$ cat config.mk
export PLATFORM = sky130hd
export DESIGN_NAME = somador_serial_flat
export DESIGN_NICKNAME = d
export VERILOG_FILES = /design/src/rtl/somador_serial_if.sv /design/src/rtl/somador_serial.sv /design/src/flat_wrapper.sv
export SDC_FILE = /design/constraint.sdc
export NUM_CORES = 1
export LEC_CHECK = 0
export BUFFER_PORTS_ARGS = -buffer_cell sky130_fd_sc_hd__buf_2
export CORE_MARGIN = 2
export CORE_UTILIZATION = 45
export DETAILED_ROUTE_END_ITERATION = 10
export GPL_TIMING_DRIVEN = 1
export MAX_ROUTING_LAYER = met4
export PLACE_DENSITY = 0.68
export SYNTH_ARGS = -nofsm -noshare
export SYNTH_HDL_FRONTEND = slang
export SYNTH_SLANG_ARGS = --single-unit
$ cat constraint.sdc
create_clock -name clk -period 2.1 [get_ports clk]
set_clock_uncertainty 0.15 [all_clocks]
set_input_delay 0.105 -clock clk [delete_from_list [all_inputs] [get_ports clk]]
set_output_delay 0.105 -clock clk [all_outputs]
set_load 0.005 [all_outputs]
$ cat src/rtl/somador_serial_if.sv
// Requester and full-adder signals of the bit-serial adder controller.
// start/done: start is taken only while idle; done pulses once when sum/cout/ovf are valid.
interface somador_serial_if #(
    parameter int WIDTH = 8
);
    logic             start;
    logic [WIDTH-1:0] op_a;
    logic [WIDTH-1:0] op_b;
    logic             cin;
    logic             busy;
    logic             done;
    logic [WIDTH-1:0] sum;
    logic             cout;
    logic             ovf;
    logic             fa_a;
    logic             fa_b;
    logic             fa_cin;
    logic             fa_s;
    logic             fa_cout;

    modport master (
        output start, op_a, op_b, cin, fa_s, fa_cout,
        input  busy, done, sum, cout, ovf, fa_a, fa_b, fa_cin
    );

    modport slave (
        input  start, op_a, op_b, cin, fa_s, fa_cout,
        output busy, done, sum, cout, ovf, fa_a, fa_b, fa_cin
    );
endinterface

$ cat src/rtl/somador_serial.sv
// Bit-serial WIDTH-bit adder controller: drives one external full adder LSB first
// over WIDTH cycles and registers sum, carry-out and signed overflow.
module somador_serial #(
    parameter int WIDTH = 8
) (
    input  logic            clk,
    input  logic            rst,
    somador_serial_if.slave bus,
    output logic [1:0]      state_dbg
);
    localparam int CW = $clog2(WIDTH);

    typedef enum logic [1:0] {
        IDLE = 2'd0,
        RUN  = 2'd1,
        DONE = 2'd2
    } state_t;

    state_t           state;
    state_t           state_nx;
    logic [WIDTH-1:0] a_sr;
    logic [WIDTH-1:0] b_sr;
    logic [WIDTH-1:0] s_sr;
    logic [WIDTH-1:0] sum_q;
    logic             carry_q;
    logic             cout_q;
    logic             ovf_q;
    logic [CW-1:0]    bit_cnt;
    logic             last_bit;

    assign last_bit  = (bit_cnt == CW'(WIDTH - 1));
    assign state_dbg = state;

    always_ff @(posedge clk) begin
        if (rst) begin
            state <= IDLE;
        end else begin
            state <= state_nx;
        end
    end

    always_comb begin
        state_nx   = state;
        bus.busy   = 1'b0;
        bus.done   = 1'b0;
        bus.fa_a   = 1'b0;
        bus.fa_b   = 1'b0;
        bus.fa_cin = 1'b0;
        case (state)
            IDLE: begin
                if (bus.start) begin
                    state_nx = RUN;
                end
            end
            RUN: begin
                bus.busy   = 1'b1;
                bus.fa_a   = a_sr[0];
                bus.fa_b   = b_sr[0];
                bus.fa_cin = carry_q;
                if (last_bit) begin
                    state_nx = DONE;
                end
            end
            DONE: begin
                bus.busy = 1'b1;
                bus.done = 1'b1;
                state_nx = IDLE;
            end
            default: begin
                state_nx = IDLE;
            end
        endcase
    end

    // Sum bits enter at the MSB so after WIDTH shifts bit 0 lands at position 0.
    always_ff @(posedge clk) begin
        if (rst) begin
            a_sr    <= '0;
            b_sr    <= '0;
            s_sr    <= '0;
            sum_q   <= '0;
            carry_q <= 1'b0;
            cout_q  <= 1'b0;
            ovf_q   <= 1'b0;
            bit_cnt <= '0;
        end else begin
            case (state)
                IDLE: begin
                    if (bus.start) begin
                        a_sr    <= bus.op_a;
                        b_sr    <= bus.op_b;
                        carry_q <= bus.cin;
                        bit_cnt <= '0;
                    end
                end
                RUN: begin
                    s_sr    <= {bus.fa_s, s_sr[WIDTH-1:1]};
                    a_sr    <= {1'b0, a_sr[WIDTH-1:1]};
                    b_sr    <= {1'b0, b_sr[WIDTH-1:1]};
                    carry_q <= bus.fa_cout;
                    if (last_bit) begin
                        sum_q  <= {bus.fa_s, s_sr[WIDTH-1:1]};
                        cout_q <= bus.fa_cout;
                        ovf_q  <= carry_q ^ bus.fa_cout;
                    end else begin
                        bit_cnt <= bit_cnt + 1'b1;
                    end
                end
                default: begin
                end
            endcase
        end
    end

    assign bus.sum  = sum_q;
    assign bus.cout = cout_q;
    assign bus.ovf  = ovf_q;
endmodule

$ cat src/flat_wrapper.sv
// flat-port wrapper written by rule: the top's interface ports become plain ports
module somador_serial_flat 
#(
    parameter int WIDTH = 8
)
  (clk, rst, state_dbg, bus_start, bus_op_a, bus_op_b, bus_cin, bus_fa_s, bus_fa_cout, bus_busy, bus_done, bus_sum, bus_cout, bus_ovf, bus_fa_a, bus_fa_b, bus_fa_cin);
  somador_serial_if #(.WIDTH(WIDTH)) bus_i ();
  input  logic clk;
  input  logic rst;
  output logic [1:0] state_dbg;
  input wire logic [$bits(bus_i.start)-1:0] bus_start;
  input wire logic [$bits(bus_i.op_a)-1:0] bus_op_a;
  input wire logic [$bits(bus_i.op_b)-1:0] bus_op_b;
  input wire logic [$bits(bus_i.cin)-1:0] bus_cin;
  input wire logic [$bits(bus_i.fa_s)-1:0] bus_fa_s;
  input wire logic [$bits(bus_i.fa_cout)-1:0] bus_fa_cout;
  output wire logic [$bits(bus_i.busy)-1:0] bus_busy;
  output wire logic [$bits(bus_i.done)-1:0] bus_done;
  output wire logic [$bits(bus_i.sum)-1:0] bus_sum;
  output wire logic [$bits(bus_i.cout)-1:0] bus_cout;
  output wire logic [$bits(bus_i.ovf)-1:0] bus_ovf;
  output wire logic [$bits(bus_i.fa_a)-1:0] bus_fa_a;
  output wire logic [$bits(bus_i.fa_b)-1:0] bus_fa_b;
  output wire logic [$bits(bus_i.fa_cin)-1:0] bus_fa_cin;
  assign bus_i.start = bus_start;
  assign bus_i.op_a = bus_op_a;
  assign bus_i.op_b = bus_op_b;
  assign bus_i.cin = bus_cin;
  assign bus_i.fa_s = bus_fa_s;
  assign bus_i.fa_cout = bus_fa_cout;
  assign bus_busy = bus_i.busy;
  assign bus_done = bus_i.done;
  assign bus_sum = bus_i.sum;
  assign bus_cout = bus_i.cout;
  assign bus_ovf = bus_i.ovf;
  assign bus_fa_a = bus_i.fa_a;
  assign bus_fa_b = bus_i.fa_b;
  assign bus_fa_cin = bus_i.fa_cin;
  somador_serial #(.WIDTH(WIDTH)) u_core (.clk(clk), .rst(rst), .bus(bus_i), .state_dbg(state_dbg));
endmodule
==> impl_metrics.json, run 1 <==
{
  "status": "finished, final reports clean",
  "hold_start": "bus_op_a[0]",
  "cts_buffer_depth": 2,
  "synth.mux.area_fraction_pct": 12.8,
  "place_hpwl_um": 2420,
  "r2r-start": "u_core.state_dbg[1]",
  "synth-edff-count": 0,
  "rows": 23,
  "p_switching_mw": 0.480,
  "via_per_inst": 4.96,
  "tns_ns": 0,
  "path_max_fanout": 10,
  "areaGrowthSynthToFinish_pct": 19.3,
  "place_area_um2": 2060,
  "yosys_warnings": 0,
  "multi_input_area_um2": 966,
  "synth_fa_ha_area_share_pct": 4.76,
  "drc": 0,
  "switching_share_pct": 27.5,
  "io_pins": 39,
  "synth_cell_types": 32,
  "leakagePower_nw": 0.896,
  "yosys.area.top_type_share_pct": 42.4,
  "ys_ff_latch": 39,
  "drt_iter0_markers": 64,
  "finalCritPeriodShare_pct": 93.9,
  "worstRegToRegCells": 6,
  "fp.dieH_um": 68.0,
  "synth-xor-area-share_pct": 0.476,
  "postRouteAntennaNets": 0,
  "ys_top_cells_by_area": "dfxtp_1, mux2i_1, a211oi_2, nor2_2, ha_1",
  "min_path_type": "input port to flop",
  "cap_violations": 0,
  "synthSimpleGateAreaFrac_pct": 16.0,
  "setup_violations": 0,
  "p_int_mw": 1.26,
  "cts.hold.buffers_added": 4,
  "fp.coreArea_um2": 3970,
  "grt_usage_pct": 17.3,
  "slew_headroom_pct": 65.3,
  "dr_total_vias": 1380,
  "antennaDiodeCount": 0,
  "fmax_ghz": 0.507,
  "io_buffers": 38,
  "cts-resized-gates": 0,
  "final-seq-area_um2": 781,
  "p_clk_share_pct": 31.1,
  "worst_pin_slew_ns": 0.521,
  "ir_drop_v": 0.000349,
  "overflow": 0,
  "postCtsSetupBuffers": 0,
  "yosysSeqAreaShare_pct": 42.4,
  "drive_gt1_share_pct": 36.0,
  "wl_um": 3470,
  "synth_top_family_by_area": "compound AO/OA/AOI/OAI gates",
  "grt_pass1_vias": 1314,
  "start_util_pct": 46.3,
  "antenna_found_initial": 0,
  "crit_path_start_kind": "flop",
  "sequentialPowerShare_pct": 47.7,
  "async_flop_share_pct": 0,
  "period_minus_slack_ns": 1.97,
  "worst_setup_path_end_kind": "flop",
  "clockRootBuffer": "clkbuf_8",
  "syn_nets": 213,
  "routedWlPerCell_um": 12.5,
  "p_comb_share_pct": 21.1,
  "gp_congestion": 0.772,
  "worst-setup-path-type": "flop to flop",
  "clk_pin_slew_worst_paths_ns": 0.07,
  "slew_violations": 0,
  "fp.dieW_um": 68.0,
  "htree_levels": 2,
  "final_common_cell": "dfxtp_1",
  "syn_inst": 184,
  "cts_tree": "done",
  "final_cell_mix": "dfxtp_1, buf_2, nand2_1",
  "synth_compound_area_share_pct": 18.4,
  "power.density_nw_per_um2": 793,
  "worst_ep_arrival_time_ns": 2.04,
  "cts_made_buffers": 5,
  "drt_first_pass_iters": 4,
  "min_path_cells": 3,
  "rsz0062_at_grt": "false",
  "grt_max_degree": 31,
  "yosysTopAreaCell": "dfxtp_1",
  "ys.flop_type": "dfxtp_1",
  "hold_viol_final": 0,
  "syn_area_per_cell_um2": 10.0,
  "finalNetCount": 256,
  "critPathRequiredTime_ns": 2.17,
  "n_fill_cell": 369,
  "clk_latency_ns": 0.29,
  "grt_pass1_wl_um": 5780,
  "dieArea_um2": 4620,
  "cts.sinks": 39,
  "syn_area_um2": 1840,
  "finalInstanceArea_um2": 2200,
  "crit_start": "u_core.state_dbg[1]"
}
## sequential cells by signal, summed over array words and instances (netlist names)
name              count
u_core.state_dbg      2
u_core.bus.ovf        1
u_core.b_sr           8
u_core.bit_cnt        3
u_core.bus.sum        8
u_core.carry_q        1
u_core.bus.cout       1
u_core.a_sr           8
u_core.s_sr           7
## power groups by stage
stage          sequential [mW]  combinational [mW]  clock [mW]
2_1_floorplan            0.840               0.314           0
3_3_place_gp             0.848               0.361           0
3_5_place_dp             0.848               0.366           0
4_1_cts                  0.832               0.375       0.555
5_1_grt                  0.838               0.412       0.584
6_report                 0.831               0.368       0.542
## worst paths after layout
path,to,slack [ns]
worst min register to register,u_core.bus.sum[2],0.31
worst min-delay path,u_core.a_sr[0],0.03
worst max-delay path,u_core.a_sr[7],0.13
worst max register to register,u_core.a_sr[7],0.13
## through the flow
step	worst slack (ns)	std cells	utilization (%)	power, mW	hold slack [ns]
6_report	0.128	278	55.3	1.74	0.0288
5_1_grt	0.0172	278	55.3	1.83	0.0359
4_1_cts	0.119	278	55.3	1.76	0.0275
3_5_place_dp	0.266	266	51.8	1.21	0.221
3_3_place_gp	0.334	266	51.8	1.21	0.208
2_1_floorplan	0.451	184	-	1.15	0.0910
## per-layer routing
layer  track usage [%]  up-vias  routed length (um)
met5                 -        -                   0
met4              9.25        0                  63
met3              3.95        8                 154
met2              27.3       26                1590
met1              20.4      620                1660
li1                  -      726                   -
## logic make-up (layout without fill, tap and decap cells)
family / count (synthesis) / in the layout
and+or+nand+nor: 60 / 60
AOI/OAI and AO/OA: 39 / 39
DFF: 39 / 39
muxes: 23 / 23
buffers and inverters: 15 / 59
adders and majority gates: 7 / 7
xor gates and xnor gates: 1 / 1
## cell usage after synthesis, drive strengths merged (3+ instances only)
cell type / n
ha: 7
and2: 4
nand2: 23
buf: 11
a211oi: 16
mux2i: 22
dfxtp: 39
a21oi: 12
inv: 3
nor2: 26
o311ai: 3
## worst max-delay path: stages, from the launching register on
cell and delay (ns):
dfxtp_1 0.38, inv_1 0.11, ha_1 0.22, buf_4 0.19, nand4b_1 0.17, dlygate4sd3_1 0.56, a21oi_1 0.13
## area by class of cell
type / instances / area share, %
Sequential cell: 39 / 35.6
Inverter: 3 / 0.513
Timing Repair Buffer: 48 / 12.5
Multi-Input combinational cell: 130 / 44.0
Clock buffer: 8 / 4.56
Tap cell: 50 / 2.85
Power figures use the tool's default switching activity.
==> run 2, diff against run 1 <==
--- a/config.mk
+++ b/config.mk
@@ -5,13 +5,12 @@
 export SDC_FILE = /design/constraint.sdc
 export NUM_CORES = 1
 export LEC_CHECK = 0
-export BUFFER_PORTS_ARGS = -buffer_cell sky130_fd_sc_hd__buf_2
 export CORE_MARGIN = 2
 export CORE_UTILIZATION = 45
 export DETAILED_ROUTE_END_ITERATION = 10
+export DONT_BUFFER_PORTS = 1
 export GPL_TIMING_DRIVEN = 1
 export MAX_ROUTING_LAYER = met4
-export PLACE_DENSITY = 0.68
 export SYNTH_ARGS = -nofsm -noshare
 export SYNTH_HDL_FRONTEND = slang
 export SYNTH_SLANG_ARGS = --single-unit
==> run 2 against run 1 <==
Effect of this change: the flow now finishes with violations (hold timing); power grew 6.5%; clock power grew 18%; count of clock-buffer cells in the layout shrank 2; critical endpoint is now u_core.carry_q; largest power group unchanged.
==> impl_metrics.json, run 2 (same netlist as run 1, synthesis figures left out) <==
{
  "cts_made_buffers": 5,
  "clk_pin_slew_worst_paths_ns": 0.07,
  "wl_um": 3780,
  "grt_pass1_vias": 1306,
  "path_max_fanout": 5,
  "clk_latency_ns": 0.29,
  "leakagePower_nw": 0.808,
  "place_hpwl_um": 2510,
  "finalCritPeriodShare_pct": 95.0,
  "worst-setup-path-type": "flop to flop",
  "io_pins": 39,
  "worst_setup_path_end_kind": "flop",
  "cts_tree": "done",
  "dr_total_vias": 1377,
  "drt_iter0_markers": 75,
  "drc": 0,
  "fmax_ghz": 0.501,
  "r2r-start": "u_core.state_dbg[1]",
  "p_comb_share_pct": 20.7,
  "drt_first_pass_iters": 4,
  "instances_no_fill": 257,
  "crit_start": "u_core.state_dbg[1]",
  "rsz0062_at_grt": "false",
  "place_inst": 226,
  "hold_viol_final": 1,
  "postRouteAntennaNets": 0,
  "critPathRequiredTime_ns": 2.17,
  "overflow": 0,
  "grt_pass1_wl_um": 6000,
  "regToRegSetupSlack_ns": 0.10,
  "tns_ns": 0,
  "period_minus_slack_ns": 2.00,
  "switching_share_pct": 27.1,
  "finalNetCount": 235,
  "fp.dieW_um": 68.0,
  "cts_buffer_depth": 2,
  "antenna_found_initial": 0,
  "slew_headroom_pct": 65.0,
  "dieArea_um2": 4620,
  "routedWlPerCell_um": 14.7,
  "setup_violations": 0,
  "cts.sinks": 39,
  "worst_pin_slew_ns": 0.525,
  "p_clk_share_pct": 34.5,
  "rows": 23,
  "drive_gt1_share_pct": 21.7,
  "fp.dieH_um": 68.0,
  "htree_levels": 2,
  "r2r-end": "u_core.carry_q",
  "final_common_cell": "dfxtp_1",
  "areaGrowthSynthToFinish_pct": 20.1,
  "sequentialPowerShare_pct": 44.8,
  "power.density_nw_per_um2": 840,
  "io_buffers": 0,
  "status": "finished, violations left",
  "start_util_pct": 46.3,
  "grt_usage_pct": 18.0,
  "ir_drop_v": 0.000424,
  "p_switching_mw": 0.502,
  "worstRegToRegCells": 6,
  "antennaDiodeCount": 0,
  "worst_ep_arrival_time_ns": 2.06,
  "min_path_type": "input port to flop",
  "gp_congestion": 0.690,
  "cp-endpoint": "u_core.carry_q",
  "final_cell_mix": "dfxtp_1, nand2_1, mux2i_1, dlygate4sd3_1",
  "via_per_inst": 5.36,
  "cap_violations": 0,
  "grt_max_degree": 39,
  "postCtsSetupBuffers": 0,
  "slew_violations": 0,
  "clockRootBuffer": "clkbuf_8",
  "violations": "hold timing",
  "whs_ns": -0.00374,
  "crit_path_start_kind": "flop",
  "fp.coreArea_um2": 3970,
  "p_int_mw": 1.35
}
## run 2: power by group through the flow
stage / logic (mW) / registers, mW / clock network [mW]
4_1_cts: 0.384 / 0.832 / 0.654
3_3_place_gp: 0.311 / 0.847 / 0
3_5_place_dp: 0.328 / 0.850 / 0
6_report: 0.383 / 0.832 / 0.640
2_1_floorplan: 0.314 / 0.840 / 0
5_1_grt: 0.419 / 0.839 / 0.688
## run 2: area by class of cell
class	instances	area [um^2]
Clock buffer	6	82.6
Tap cell	50	62.6
Inverter	3	11.3
Multi-Input combinational cell	130	966
Sequential cell	39	782
Clock inverter	2	35.0
Fill cell	332	1760
Timing Repair Buffer	27	270
## run 2: worst min-delay path by stage
stage                                endpoint  cells past startpoint  slack, ns   startpoint
after CTS                      u_core.a_sr[7]                      3      0.004    bus_start
after floorplan               u_core.bus.cout                      2       0.09  bus_fa_cout
after global routing      u_core.state_dbg[1]                      3       0.03    bus_start
final                     u_core.state_dbg[1]                      3     -0.004    bus_start
after detailed placement       u_core.a_sr[6]                      1       0.03          rst
after global placement         u_core.a_sr[6]                      1       0.02          rst
## run 2: what timing repair did
item / CTS / global route
resized for setup: 0 / 2
setup endpoints to repair: 0 / 2
hold buffers: 23 / 0
endpoints found under the hold margin: 39 / 0
## run 2: layer usage
metal,vias to the layer above,GRT usage [%],routed length [um]
met2,27,29.2,1870
li1,686,-,-
met4,0,6.00,51
met5,-,-,0
met1,658,21.3,1670
met3,6,5.43,186
## run 2: critical path: stages, from the launching register on
cell	delay, ns
dfxtp_2	0.37
inv_1	0.10
ha_1	0.24
buf_4	0.17
mux2i_1	0.12
dlygate4sd3_1	0.57
a211oi_2	0.20
## run 2: metrics by stage
step | setup slack [ns] | hold slack [ns] | util, % | area (um^2) | total power, mW
2_1_floorplan | 0.451 | 0.0910 | - | 1840 | 1.15
3_3_place_gp | 0.293 | 0.0245 | 46.6 | 1850 | 1.16
3_5_place_dp | 0.139 | 0.0252 | 46.6 | 1850 | 1.18
4_1_cts | 0.0572 | 0.00441 | 55.6 | 2210 | 1.87
5_1_grt | 0.0170 | 0.0331 | 55.6 | 2210 | 1.95
6_report | 0.104 | -0.00374 | 55.6 | 2210 | 1.86
